$ cat config.mk
export PLATFORM = sky130hd
export DESIGN_NAME = rf_rename
export DESIGN_NICKNAME = d
export VERILOG_FILES = /design/src/rtl/rf_rename.sv
export SDC_FILE = /design/constraint.sdc
export NUM_CORES = 2
export LEC_CHECK = 0
export CORE_MARGIN = 3
export CORE_UTILIZATION = 35
export DETAILED_ROUTE_END_ITERATION = 12
export PLACE_DENSITY = 0.58
export SYNTH_ARGS = -nofsm -noshare
export SYNTH_HDL_FRONTEND = slang
export SYNTH_SLANG_ARGS = --single-unit
$ cat constraint.sdc
create_clock -name clk -period 14.33 [get_ports clk]
set_input_delay 3.5825 -clock clk [delete_from_list [all_inputs] [get_ports clk]]
set_output_delay 3.5825 -clock clk [all_outputs]
set_load 0.02 [all_outputs]
$ cat src/rtl/rf_rename.sv
// Architectural register file with per-register ROB rename nicks; nick 0 means the value is ready.
// Define RF_BYPASS_EN to forward a same-cycle commit to the dispatch reads.
module rf_rename #(
  parameter int unsigned REG_NUM = 32,
  parameter int unsigned DATA_W  = 32,
  parameter int unsigned NICK_W  = 5,
  parameter int unsigned NAME_W  = 5
) (
  input  logic              clk,
  input  logic              rst,
  input  logic              rdy,
  input  logic              clr,
  input  logic              iROB_nick_en,
  input  logic [NICK_W-1:0] iROB_nick,
  input  logic [NAME_W-1:0] iROB_nick_regnm,
  input  logic              iROB_en,
  input  logic [NAME_W-1:0] iROB_rd_regnm,
  input  logic [DATA_W-1:0] iROB_rd_dt,
  input  logic [NICK_W-1:0] iROB_rd_nick,
  input  logic [NAME_W-1:0] iID_rs1_regnm,
  input  logic [NAME_W-1:0] iID_rs2_regnm,
  output logic [DATA_W-1:0] oDP_rs1_dt,
  output logic [NICK_W-1:0] oDP_rs1_nick,
  output logic [DATA_W-1:0] oDP_rs2_dt,
  output logic [NICK_W-1:0] oDP_rs2_nick
);

  logic [DATA_W-1:0] dt_q   [REG_NUM];
  logic [NICK_W-1:0] nick_q [REG_NUM];

  logic commit_en;
  logic rename_en;

  assign commit_en = iROB_en && rdy && (iROB_rd_regnm != '0);
  assign rename_en = iROB_nick_en && rdy && !clr && (iROB_nick_regnm != '0);

  // Later assignments win: a same-cycle rename overrides the commit tag-clear, clr overrides both.
  always_ff @(posedge clk) begin
    if (!rst) begin
      for (int i = 0; i < REG_NUM; i++) begin
        dt_q[i]   <= '0;
        nick_q[i] <= '0;
      end
    end else if (rdy) begin
      if (commit_en) begin
        dt_q[iROB_rd_regnm] <= iROB_rd_dt;
        if (nick_q[iROB_rd_regnm] == iROB_rd_nick) begin
          nick_q[iROB_rd_regnm] <= '0;
        end
      end
      if (clr) begin
        for (int i = 0; i < REG_NUM; i++) begin
          nick_q[i] <= '0;
        end
      end else if (rename_en) begin
        nick_q[iROB_nick_regnm] <= iROB_nick;
      end
    end
  end

`ifdef RF_BYPASS_EN
  logic byp_en;
  assign byp_en = iROB_en && (iROB_rd_regnm != '0);
`endif

  // Source 1 read; x0 is hardwired to ready zero.
  always_comb begin
    oDP_rs1_dt   = '0;
    oDP_rs1_nick = '0;
    if (iID_rs1_regnm != '0) begin
      oDP_rs1_dt   = dt_q[iID_rs1_regnm];
      oDP_rs1_nick = nick_q[iID_rs1_regnm];
`ifdef RF_BYPASS_EN
      if (byp_en && (iID_rs1_regnm == iROB_rd_regnm) &&
          (nick_q[iID_rs1_regnm] == iROB_rd_nick)) begin
        oDP_rs1_dt   = iROB_rd_dt;
        oDP_rs1_nick = '0;
      end
`endif
    end
  end

  // Source 2 read, same rules as source 1.
  always_comb begin
    oDP_rs2_dt   = '0;
    oDP_rs2_nick = '0;
    if (iID_rs2_regnm != '0) begin
      oDP_rs2_dt   = dt_q[iID_rs2_regnm];
      oDP_rs2_nick = nick_q[iID_rs2_regnm];
`ifdef RF_BYPASS_EN
      if (byp_en && (iID_rs2_regnm == iROB_rd_regnm) &&
          (nick_q[iID_rs2_regnm] == iROB_rd_nick)) begin
        oDP_rs2_dt   = iROB_rd_dt;
        oDP_rs2_nick = '0;
      end
`endif
    end
  end

endmodule
==> out/results.tsv <==
metric	value	unit
status	finished clean	
Max Fanout on Critical Path	67	
Post-synth EDFFs	1184	
Avg Inst Size Synth	16.1	sq um
Die Y	436	um
Worst R2R End	nick_q[17][2]	
final hold vios	0	
Reg power frac	46.9	%
Starting Density	35.3	%
clock slew at reported path FFs	0.06	ns
Tightest Pin Transition	1.26	ns
switch share	25.5	%
vias per inst	5.91	
wire length of the first global-routing pass	316000	um
Distinct cells, synth	48	
# fillers	16400	
DRC viols	0	
Most used DFF post-synth	edfxtp_1	
Async SR Flop Fraction	0	%
P_int	6.52	mW
DRT Pass-1 Iters	6	
largest net degree at the start of global routing	98	
Max rail drop VDD	0.000124	V
Leakage	24.4	nW
drt initial violations	5735	
Tot GR Track Use	23.6	%
io pins	142	
HPWL Detailed	125000	um
Worst Path Required	10.75	ns
crit path DAT	7.72	ns
Core Area	184000	sq um
hold endpoint	nick_q[25][2]	
Synth Register Bits	1184	
DR vias	39000	
CTS H-tree depth	4	
Die ar.	191000	sq um
Final #Nets	4091	
clk sinks	1184	
CTS root buf	clkbuf_16	
drt total wl	226000	um
Hold WC Path Type	register to register	
Yosys Warn Count	0	
fraction of layout instances using a drive strength above 1	28.5	%
GPL Wtd Cong	0.827	
Comb pwr share	13.8	%
I/O Buffers	141	
Skew-Pair Late Insertion Delay	0.79	ns
Mapped Area	64900	sq um
Rows	157	
number of global-route vias before repair	39800	
Clock power frac	39.3	%
MaxCap Viol Count	0	
clock buffer depth	3	
area of the multi-input gates	28300	sq um
Worst Min Path Start	nick_q[30][3]	
sw power	2.23	mW
WL per Instance	34.2	um
Synth Instances	4027	
Worst R2R Start	nick_q[14][2]	
startpoint types	primary input	
CP Capture Type	primary output	
Routed Antenna Nets	0	
Rel. slew slack	15.8	%
CTS Hold Bufs	0	
max-slew violations	0	
Tcrit/Tclk final	78.9	%
clock tree from TritonCTS	built	
cts bufs inserted	134	
Power Density	119	nW/um^2
initial antenna violation count	26	
Setup violations, final	0	
reg2reg setup slack	10.80	ns
Synth-to-Final Area Change	13.5	%
Resized cells post-CTS	0	
Setup CP Type	primary input to primary output	
Total Power	8.76	mW
share of the yosys chip area belonging to registers	54.8	%
Die Span X	436	um
RSZ-0062 raised after global routing	no	
setup TNS	0	ns
Worst R2R Path Depth	8	
FMAX	88.5	MHz
gr ovfl total	0	
minimum clock period after layout	11.30	ns
storage element area	35600	sq um
Clock Skew	0.0340	ns
Post-CTS Setup Repair Bufs	0	
hold depth	8	
-- placed cells by master (no fill, tap or decap), drive strengths merged, types with 3 or more instances in the layout --
cell type,count
or2,3
nor2,180
edfxtp,1184
o31ai,31
diode,16
nand2b,9
mux2,5
mux2i,109
o21ai,31
a22oi,12
and2,1152
buf,122
o32ai,3
o22ai,3
nand2,54
nand3b,4
a21oi,6
nor2b,9
clkdlybuf4s50,128
conb,37
nor3,3
o221ai,3
inv,13
nand3,13
xnor2,4
mux4,761
and3,4
bufinv,13
clkbuf,161
clkinv,51
-- worst max path at each step --
| stage | from | end | depth (start not counted) |
|---|---|---|---|
| CTS | iID_rs2_regnm[0] | oDP_rs2_dt[5] | 7 |
| finish | iID_rs2_regnm[0] | oDP_rs2_dt[5] | 7 |
| floorplan | iID_rs2_regnm[0] | oDP_rs2_dt[12] | 7 |
| global placement | iID_rs2_regnm[0] | oDP_rs2_dt[5] | 7 |
| detailed placement | iID_rs2_regnm[0] | oDP_rs2_dt[5] | 7 |
| global route | iID_rs2_regnm[0] | oDP_rs2_dt[5] | 7 |
-- routing by layer --
| metal | vias to the layer above | part of all wire, % | track usage (%) |
|---|---|---|---|
| met5 | - | 0 | 0 |
| li1 | 15600 | - | - |
| met2 | 2194 | 48 | 38.0 |
| met4 | 0 | 4.2 | 9.42 |
| met3 | 449 | 9.2 | 4.59 |
| met1 | 20800 | 38 | 31.4 |
-- worst max-delay path, stage by stage --
cell and delay [ns]:
buf_8 0.63, buf_4 0.81, mux4_2 0.60, mux4_2 0.53, mux2i_1 0.68, nor2_1 0.13, clkdlybuf4s50_1 0.61
-- per-stage QoR --
stage	area (sq um)	hold WS, ns	setup WS, ns	std cells	util, %
floorplan	65000	1.25	5.02	4063	-
CTS	73600	1.98	2.99	6588	40.1
global route	73600	2.09	2.90	6591	40.1
finish	73600	2.00	3.03	6604	40.1
detailed placement	69300	1.98	2.98	6351	37.7
global placement	69300	1.96	2.99	6351	37.7
-- logic make-up (layout without fill, tap and decap cells) --
kind of cell	Yosys count	in the layout	share of synthesized area [%]
flip-flops	1184	1184	54.8
multiplexers	875	875	28.2
AO/OA/AOI/OAI	97	97	1.23
XOR/XNOR	5	5	0.0675
AND/OR/NAND/NOR	1437	1437	13.0
other	1	53	0.00578
buffers and inverters	428	489	2.70
-- registers in the layout, summed over array words and instances (netlist names) --
signal and cells:
dt_q 1024, nick_q 160
-- cells in the mapped netlist, drive strengths merged (5+ instances only) --
cell,n,area (sq um)
o21ai,31,155
nor2,180,678
nand3,13,75.1
mux2i,109,1090
nand2b,9,56.3
nor2b,9,56.3
a21oi,6,30.0
nand2,54,203
mux2,5,56.3
and2,1152,7210
clkbuf,321,1200
edfxtp,1184,35600
buf,105,541
o31ai,31,383
a22oi,12,90.1
mux4,761,17100
-- power by group through the flow --
stage / combinational, mW / clock, mW / sequential (mW)
2_1_floorplan: 0.741 / 0 / 4.14
6_report: 1.21 / 3.44 / 4.11
3_3_place_gp: 1.20 / 0 / 4.17
3_5_place_dp: 1.20 / 0 / 4.18
4_1_cts: 1.21 / 3.48 / 4.10
5_1_grt: 1.24 / 3.62 / 4.13
-- cell type report --
type	count	share of cell area [%]
Multi-Input combinational cell	2451	38.4
Antenna cell	16	0.0544
Sequential cell	1184	48.3
Clock buffer	161	4.78
Tap cell	2464	4.19
Clock inverter	76	1.02
Timing Repair Buffer	250	3.22
Inverter	2	0.0102
Note: power is estimated with default switching activity, not from simulation.
